### src/rtl/ssd_scan_ctrl_if.sv
// Load handshake bundle for ssd_scan_ctrl: the producer offers a 32-bit display word.
// The producer drives the master side and the controller is the slave.
interface ssd_scan_ctrl_if;
   logic        load_valid;
   logic [31:0] load_data;
   logic        load_ready;

   modport master (output load_valid, output load_data, input load_ready);
   modport slave  (input load_valid, input load_data, output load_ready);
endinterface

### src/rtl/ssd_scan_ctrl.sv
// Multiplexed 8-digit seven-segment scan controller with a double-buffered display word.
// Optional leading-zero blanking is compiled in when SSD_SCAN_LZB_EN is defined.
module ssd_scan_ctrl #(
   parameter int unsigned CLK_DIV      = 50000,
   parameter int unsigned GUARD_CYCLES = 2
) (
   input  logic              clk,
   input  logic              rst_n,
   input  logic              enable,
   ssd_scan_ctrl_if.slave    bus,
   output logic [3:0]        nibble,
   output logic [7:0]        digit_en,
   output logic              frame_done
);

   localparam int unsigned CW = (CLK_DIV > 1) ? $clog2(CLK_DIV) : 1;
   localparam logic [CW-1:0] LAST  = CW'(CLK_DIV - 1);
   localparam logic [CW-1:0] GUARD = CW'(GUARD_CYCLES);

   typedef enum logic {IDLE, SCAN} state_t;

   state_t        state, state_nxt;
   logic [CW-1:0] cnt, cnt_nxt;
   logic [2:0]    idx, idx_nxt;
   logic [31:0]   pending_reg, preg_nxt;
   logic [31:0]   display_reg, disp_nxt;
   logic          pending, pend_nxt;
   logic          wrap, accept, commit;
   logic [7:0]    en_nxt;
   logic [3:0]    nib_nxt;
`ifdef SSD_SCAN_LZB_EN
   logic [2:0]    msd;
`endif

   assign bus.load_ready = ~pending;

   always_ff @(posedge clk) begin
      if (!rst_n) begin
         state       <= IDLE;
         cnt         <= '0;
         idx         <= '0;
         pending_reg <= '0;
         display_reg <= '0;
         pending     <= 1'b0;
         digit_en    <= '0;
         nibble      <= '0;
         frame_done  <= 1'b0;
      end else begin
         state       <= state_nxt;
         cnt         <= cnt_nxt;
         idx         <= idx_nxt;
         pending_reg <= preg_nxt;
         display_reg <= disp_nxt;
         pending     <= pend_nxt;
         digit_en    <= en_nxt;
         nibble      <= nib_nxt;
         frame_done  <= wrap;
      end
   end

   // Outputs are registered from next-state values so they line up with the counters.
   always_comb begin
      state_nxt = state;
      cnt_nxt   = '0;
      idx_nxt   = '0;
      wrap      = 1'b0;
      preg_nxt  = pending_reg;
      disp_nxt  = display_reg;
      pend_nxt  = pending;
      en_nxt    = '0;

      case (state)
         IDLE: begin
            if (enable) state_nxt = SCAN;
         end
         SCAN: begin
            if (!enable) begin
               state_nxt = IDLE;
            end else if (cnt == LAST) begin
               idx_nxt = idx + 3'd1;
               wrap    = (idx == 3'd7);
            end else begin
               cnt_nxt = cnt + CW'(1);
               idx_nxt = idx;
            end
         end
         default: state_nxt = IDLE;
      endcase

      accept = bus.load_valid && !pending;
      commit = pending && (wrap || state == IDLE);
      if (commit) begin
         disp_nxt = pending_reg;
         pend_nxt = 1'b0;
      end
      if (accept) begin
         preg_nxt = bus.load_data;
         pend_nxt = 1'b1;
      end

      nib_nxt = disp_nxt[{idx_nxt, 2'b00} +: 4];

`ifdef SSD_SCAN_LZB_EN
      msd = 3'd0;
      for (int unsigned k = 1; k < 8; k++)
         if (disp_nxt[{k[2:0], 2'b00} +: 4] != 4'h0) msd = k[2:0];
      if (state_nxt == SCAN && cnt_nxt >= GUARD && idx_nxt <= msd)
         en_nxt[idx_nxt] = 1'b1;
`else
      if (state_nxt == SCAN && cnt_nxt >= GUARD)
         en_nxt[idx_nxt] = 1'b1;
`endif
   end

endmodule
### src/flat_wrapper.sv
// flat-port wrapper written by rule: the top's interface ports become plain ports
module ssd_scan_ctrl_flat 
#(
   parameter int unsigned CLK_DIV      = 50000,
   parameter int unsigned GUARD_CYCLES = 2
)
  (clk, rst_n, enable, nibble, digit_en, frame_done, bus_load_valid, bus_load_data, bus_load_ready);
  ssd_scan_ctrl_if bus_i ();
  input  logic clk;
  input  logic rst_n;
  input  logic enable;
  output logic [3:0] nibble;
  output logic [7:0] digit_en;
  output logic frame_done;
  input wire logic [$bits(bus_i.load_valid)-1:0] bus_load_valid;
  input wire logic [$bits(bus_i.load_data)-1:0] bus_load_data;
  output wire logic [$bits(bus_i.load_ready)-1:0] bus_load_ready;
  assign bus_i.load_valid = bus_load_valid;
  assign bus_i.load_data = bus_load_data;
  assign bus_load_ready = bus_i.load_ready;
  ssd_scan_ctrl #(.CLK_DIV(CLK_DIV), .GUARD_CYCLES(GUARD_CYCLES)) u_core (.clk(clk), .rst_n(rst_n), .enable(enable), .bus(bus_i), .nibble(nibble), .digit_en(digit_en), .frame_done(frame_done));
endmodule
### config.mk
export PLATFORM = sky130hd
export DESIGN_NAME = ssd_scan_ctrl_flat
export DESIGN_NICKNAME = d
export VERILOG_FILES = /design/src/rtl/ssd_scan_ctrl_if.sv /design/src/rtl/ssd_scan_ctrl.sv /design/src/flat_wrapper.sv
export SDC_FILE = /design/constraint.sdc
export NUM_CORES = 1
export LEC_CHECK = 0
export ABC_AREA = 1
export CAP_MARGIN = 20
export CORE_MARGIN = 2
export CORE_UTILIZATION = 40
export DETAILED_ROUTE_END_ITERATION = 10
export GPL_ROUTABILITY_DRIVEN = 0
export PLACE_DENSITY = 0.56
export SYNTH_ARGS = -nofsm -noshare
export SYNTH_HDL_FRONTEND = slang
export SYNTH_SLANG_ARGS = --single-unit
### constraint.sdc
create_clock -name clk -period 2.2 [get_ports clk]
set_input_delay 0.44 -clock clk [delete_from_list [all_inputs] [get_ports clk]]
set_output_delay 0.44 -clock clk [all_outputs]
set_load 0.05 [all_outputs]
==> flow_summary_export.csv, run 1 <==
group,metric,value,unit
die,rows,37,
route,routed_via_density,4.96,
power,leakage,2.22,nW
timing,hold_viol,0,
cts,cts_max_path_buffers,2,
yosys,ys_seq_area_share,45.8,%
worst_setup_path,cp-end-kind,"flop",
worst_setup_path,worst-setup-path-type,"reg -> reg",
global_route,grt_first_pass_wirelength,17400,um
yosys,syn_inst,582,
yosys,synthTopCellsByCount,"nor2_1 (107), dfxtp_1 (98), nand3_1 (97)",
worst_setup_path,worstReg2RegStart,"u_core.cnt[0]",
power,fin_total_pwr,3.53,mW
worst_setup_path,cp_max_fo,15,
global_route,grt_overflow,0,
worst_setup_path,r2r_end,"u_core.nibble[2]",
timing,fin_ws,0.167,ns
power,power_density,672,mW/mm^2
route,vias,3901,
die,coreArea,0.0104,mm^2
run,max_cap_viol_count,0,
placed_design,place_hpwl,7360,um
worst_setup_path,critical_path.cell_chain,"ha_1 -> nand3_2 -> nor2_4 -> buf_4 -> nand3_1 -> nand3_2 -> buf_4 -> nand3_1 -> nand3_1 -> nand2_1 -> nand2_1 -> nand2_1",
die,die-width,108,um
die,start_util,41.3,%
timing,fmax,492,MHz
yosys,synth_warnings,0,
timing,skew,0.0134,ns
global_route,grtUsageTotal,18.8,%
route,firstDrtPassIters,4,
worst_setup_path,arrival,2.30,ns
yosys,synth_area_leaders,"dfxtp_1 (46%), nand3_1 (11%), nor2_1 (9.4%)",
status,status,"complete, no violations",
timing,slew_violations,0,
worst_setup_path,slowest_stage,"dfxtp_1",
yosys,synthArstFlopShare,0,%
timing,fin_tns_setup,0,ns
cts,cts-root-buf,"clkbuf_8",
cts,htreeDepth,3,
final_layout,antenna_cells,0,
timing,post-route-min-period,2.03,ns
yosys,synth_nets,621,
yosys,synth-edff-count,0,
worst_hold_path,hold_path_class,"reg -> reg",
worst_setup_path,r2r_cells,12,
timing,period_share,92.4,%
worst_hold_path,holdPathStages,2,
route,drt-initial-drc-count,208,
placed_design,portBuffers,49,
worst_setup_path,regToRegSetupSlack,0.17,ns
yosys,yosysMostFrequentCell,"nor2_1",
yosys,avgSynthCellArea,7.36,um^2
route,routedWlPerCell,12.9,um
timing,slew-limit-headroom,66.6,%
global_route,antenna_found_initial,0,
yosys,ys_seq_elements,98,
worst_setup_path,path_buf_inv,2,
timing,setup_viol,0,
route,ant_nets,0,
worst_setup_path,slowest_delay,0.36,ns
cts,clk_pin_slew,0.10,ns
power,ir_drop,0.000357,V
yosys,synth.cell_area,0.00429,mm^2
timing,timing.hold.ws,0.463,ns
yosys,synth_top_area_cell,"dfxtp_1",
worst_hold_path,holdPathEnd,"u_core.pending_reg[0]",
yosys,ys.flop_type,"dfxtp_1",
global_route,grt_pass1_vias,3778,
worst_setup_path,worstSetupStartpointType,"flop",
route,drt_wl_total,10200,um
timing,tightest_slew,0.500,ns
final_layout,area_growth,22.5,%
cts,hold_buffers,0,
worst_setup_path,crit_required,2.47,ns
cts,clkLatencyLatePin,0.37,ns
yosys,yosysTopAreaCellShare,45.8,%
timing,rsz0062_at_grt,"false",
placed_design,place_ws,-0.0435,ns
final_layout,fin_nets,684,
cts,cts-buffers-inserted,9,
die,die_area,0.0116,mm^2
cts,cts_tree,"yes",
yosys,synth_cell_types,32,
final_layout,drive_above_1_share,12.8,%
worst_setup_path,crit_family,"simple AND/OR/NAND/NOR gates",
die,io_pins,50,
final_layout,largest_reg_flops,33,
route,drcViolationCount,0,
die,die_h,108,um
worst_hold_path,worstHoldStart,"u_core.pending_reg[0]",
global_route,grt_max_degree,38,
cts,cts.sinks,98,
## worst register-to-register path, delay by kind of cell (launching register included)
family | cells | cell delay [ns]
flops | 1 | 0.36
fa+ha+maj | 1 | 0.21
simple gates | 9 | 0.95
buf+inv | 2 | 0.42
## logic make-up after synthesis
kind of cell / synth area share [%]
fa+ha+maj: 0.876
xor+xnor: 0.409
buf+inv: 8.53
compound gates: 8.32
flops: 45.8
simple gates: 36.1
## per-layer routing
| layer | routed length, um | up-vias | GRT usage [%] |
|---|---|---|---|
| met3 | 304 | 14 | 3.15 |
| met5 | 0 | - | 0 |
| li1 | - | 2027 | - |
| met2 | 4980 | 62 | 34.0 |
| met4 | 151 | 0 | 5.13 |
| met1 | 4730 | 1798 | 22.9 |
## worst max-delay path by stage
stage,start,endpoint,slack [ns],cells past startpoint
after global routing,u_core.cnt[0],u_core.nibble[1],0.006,12
after global placement,enable,u_core.nibble[1],-0.05,8
after CTS,u_core.cnt[0],u_core.nibble[2],0.11,9
final,u_core.cnt[0],u_core.nibble[2],0.17,12
after floorplan,u_core.cnt[0],u_core.nibble[2],0.48,13
after detailed placement,enable,u_core.nibble[2],-0.04,8
## timing repair
| action | 4_1_cts | 5_1_grt |
|---|---|---|
| resized for setup | 0 | 6 |
| setup endpoints to repair | 0 | 5 |
| buffers inserted | 0 | 1 |
## final cells by class
cell class                 instances  area (um^2)
clock inverter                     6         78.8
tap                              136          170
inverter                          42          165
sequential                        98         1960
clock buffer                      10          138
timing repair buffer              83          759
multi-input combinational        411         1980
fill                            1072         5120
## where the power goes
part           switching (mW)  internal (mW)
sequential             0.0402           1.85
combinational           0.213          0.158
clock                   0.679          0.586
## placed cells by master, fill, tap and decap left out, types with 2 or more instances in the layout
cell               n
nand3b_1           2
xor2_1             2
nand3_1           95
dfxtp_1           98
nor2_2             3
inv_1             35
clkdlybuf4s50_1   48
nand3_2           12
inv_8              2
inv_6              4
clkbuf_8          10
nor2_1           107
a21oi_1           31
clkinv_1           2
nor3_1             7
nand2_1           93
o21ai_0           36
buf_4             33
inv_2              3
nor2_4             3
nand2_4            2
ha_1               3
nand2_2            4
nand4_1            5
## stage by stage
step	cell area, um^2	utilization (%)	cells
2_1_floorplan	4290	-	582
3_5_place_dp	5000	48.2	769
4_1_cts	5220	50.3	785
6_report	5250	50.6	786
5_1_grt	5250	50.6	786
3_3_place_gp	5000	48.2	769
(Power assumes the default switching activity.)
==> run 2, diff against run 1 <==
- ABC_AREA: 1 -> unset
- GPL_ROUTABILITY_DRIVEN: 0 -> unset
- PLACE_DENSITY: 0.56 -> 0.57
- TNS_END_PERCENT: unset -> 10
==> flow_summary_export.csv, run 2 <==
group,metric,value,unit
worst_setup_path,worst-setup-path-type,"reg -> reg",
die,start_util,41.3,%
route,drt_wl_total,9300,um
worst_setup_path,crit_required,2.45,ns
global_route,antenna_found_initial,0,
timing,fmax,423,MHz
global_route,grtUsageTotal,17.4,%
global_route,grt_pass1_vias,3187,
cts,cts.sinks,98,
route,vias,3376,
yosys,synth_cell_types,50,
worst_setup_path,r2r_cells,7,
final_layout,final_util,56.3,%
cts,htreeDepth,3,
timing,slew_violations,0,
worst_setup_path,cp_max_fo,6,
die,rows,36,
die,die_area,0.0109,mm^2
die,die_h,104,um
route,routedWlPerCell,13.4,um
placed_design,gp_congestion,0.819,
cts,cts-root-buf,"clkbuf_8",
final_layout,drive_above_1_share,20.9,%
final_layout,fin_cells,693,
die,io_pins,50,
cts,clk_pin_slew,0.09,ns
yosys,synth-edff-count,0,
yosys,synth.cell_area,0.00404,mm^2
timing,fin_ws,-0.162,ns
yosys,ys.flop_type,"dfxtp_1",
final_layout,largest_reg_flops,33,
cts,cts_max_path_buffers,2,
timing,skew,0.0128,ns
global_route,grt_max_degree,55,
route,routed_via_density,4.87,
placed_design,place_hpwl,6620,um
yosys,avgSynthCellArea,8.88,um^2
route,firstDrtPassIters,4,
worst_setup_path,r2r_end,"u_core.nibble[0]",
yosys,synthTopCellsByCount,"dfxtp_1 (98), nand2_1 (79), nor2_1 (67)",
cts,cts-buffers-inserted,9,
placed_design,portBuffers,49,
die,coreArea,0.00977,mm^2
timing,post-route-min-period,2.36,ns
status,violations,"negative setup slack",
worst_setup_path,cp-end-kind,"flop",
final_layout,nFillCells,909,
route,drt-initial-drc-count,105,
timing,tightest_slew,0.551,ns
yosys,synth_nets,494,
placed_design,dp_cells,673,
final_layout,area_growth,36.3,%
worst_setup_path,worstSetupStartpointType,"flop",
final_layout,seqCellArea,0.00196,mm^2
power,leakage,2.31,nW
yosys,syn_inst,455,
final_layout,layout_commonest_cell,"dfxtp_1",
worst_hold_path,hold_path_class,"reg -> reg",
timing,setup_viol,5,
yosys,yosysTopAreaCellShare,48.6,%
status,status,"finished with violations",
cts,clkLatencyLatePin,0.36,ns
worst_setup_path,critPathLaunch,"u_core.cnt[5]",
yosys,ys_seq_area_share,48.6,%
timing,period_share,107,%
final_layout,mostFrequentLayoutCells,"dfxtp_1 (96), nand2_1 (79), nor2_1 (67)",
worst_setup_path,regToRegSetupSlack,-0.16,ns
timing,hold_viol,0,
yosys,yosysMostFrequentCell,"dfxtp_1",
worst_setup_path,worstReg2RegStart,"u_core.cnt[5]",
yosys,ys_seq_elements,98,
global_route,grt_overflow,0,
die,die-width,104,um
timing,timing.hold.ws,0.463,ns
power,ir_drop,0.000351,V
worst_hold_path,worstHoldStart,"u_core.pending_reg[30]",
yosys,synth_top_area_cell,"dfxtp_1",
yosys,synth_area_leaders,"dfxtp_1 (49%), mux2i_1 (12%), nand2_1 (7.3%)",
route,ant_nets,0,
power,power_density,607,mW/mm^2
route,drcViolationCount,0,
final_layout,multi_input_area,0.00211,mm^2
global_route,grt_first_pass_wirelength,15300,um
timing,rsz0062_at_grt,"true",
final_layout,fin_nets,594,
worst_setup_path,crit_path_end,"u_core.nibble[0]",
timing,fin_tns_setup,-0.514,ns
final_layout,antenna_cells,0,
run,max_cap_viol_count,0,
yosys,synth_warnings,0,
yosys,synthArstFlopShare,0,%
timing,slew-limit-headroom,63.3,%
worst_setup_path,arrival,2.62,ns
worst_hold_path,holdPathStages,2,
cts,cts_tree,"yes",
run 2: through the flow:
stage | worst slack (ns) | area [um^2] | total power, mW
2_1_floorplan | -0.0712 | 4090 | 2.04
3_3_place_gp | -0.493 | 5120 | 2.18
3_5_place_dp | -0.538 | 5120 | 2.19
4_1_cts | -0.149 | 5390 | 3.35
5_1_grt | -0.235 | 5500 | 3.47
6_report | -0.162 | 5500 | 3.34
run 2: logic make-up after synthesis:
kind of cell / count (synthesis) / share of synthesized area [%]
adders and majority gates: 3 / 0.929
muxes: 50 / 12.5
AOI/OAI and AO/OA: 57 / 8.92
and+or+nand+nor: 195 / 21.5
buffers and inverters: 35 / 3.90
xor gates and xnor gates: 17 / 3.69
DFF: 98 / 48.6
run 2: what timing repair did:
action | 4_1_cts | 5_1_grt
resized for setup | 6 | 23
gates cloned | 1 | 0
buffers inserted | 3 | 0
hold buffers | 0 | 0
pin swaps | 6 | 9
endpoints found under the setup margin | 21 | 15
run 2: cell type report:
type | instances | share of cell area (%)
Sequential cell | 98 | 35.7
Inverter | 6 | 0.409
Tap cell | 133 | 3.02
Clock buffer | 12 | 2.64
Multi-Input combinational cell | 323 | 38.3
Clock inverter | 4 | 0.932
Timing Repair Buffer | 117 | 19.0
run 2: critical path, cell delays in order, from the launching register on:
cell and delay (ns):
dfxtp_1 0.32, or3_4 0.40, or3_4 0.43, nor3_4 0.28
o21ai_4 0.16, mux2i_1 0.16, a22o_1 0.25, a221o_1 0.26
run 2: routing by layer:
| layer | share of wire, % | vias to the layer above | global-route usage (%) |
|---|---|---|---|
| met5 | 0 | - | 0 |
| met4 | 1.4 | 0 | 5.50 |
| met3 | 3.3 | 11 | 3.70 |
| met2 | 44 | 58 | 26.5 |
| met1 | 51 | 1567 | 24.5 |
| li1 | - | 1740 | - |
run 2: worst min path at each step:
stage                             end  slack (ns)
6_report       u_core.pending_reg[30]        0.46
5_1_grt        u_core.pending_reg[25]        0.49
4_1_cts        u_core.pending_reg[30]        0.46
3_5_place_dp   u_core.pending_reg[30]        0.45
3_3_place_gp   u_core.pending_reg[30]        0.45
2_1_floorplan           u_core.cnt[0]        0.42
run 2: power breakdown:
part           switching (mW)  internal, mW  leakage [nW]
Sequential             0.0333          1.82         0.797
Combinational           0.146         0.165          1.42
Clock                   0.615         0.559        0.0966
Total                   0.795          2.55          2.31
==> run 3, diff against run 2 <==
- CTS_CLUSTER_DIAMETER: unset -> 30
==> results of run 3 <==
Same layout as run 2: the final DEF is identical, and so are final timing and power.
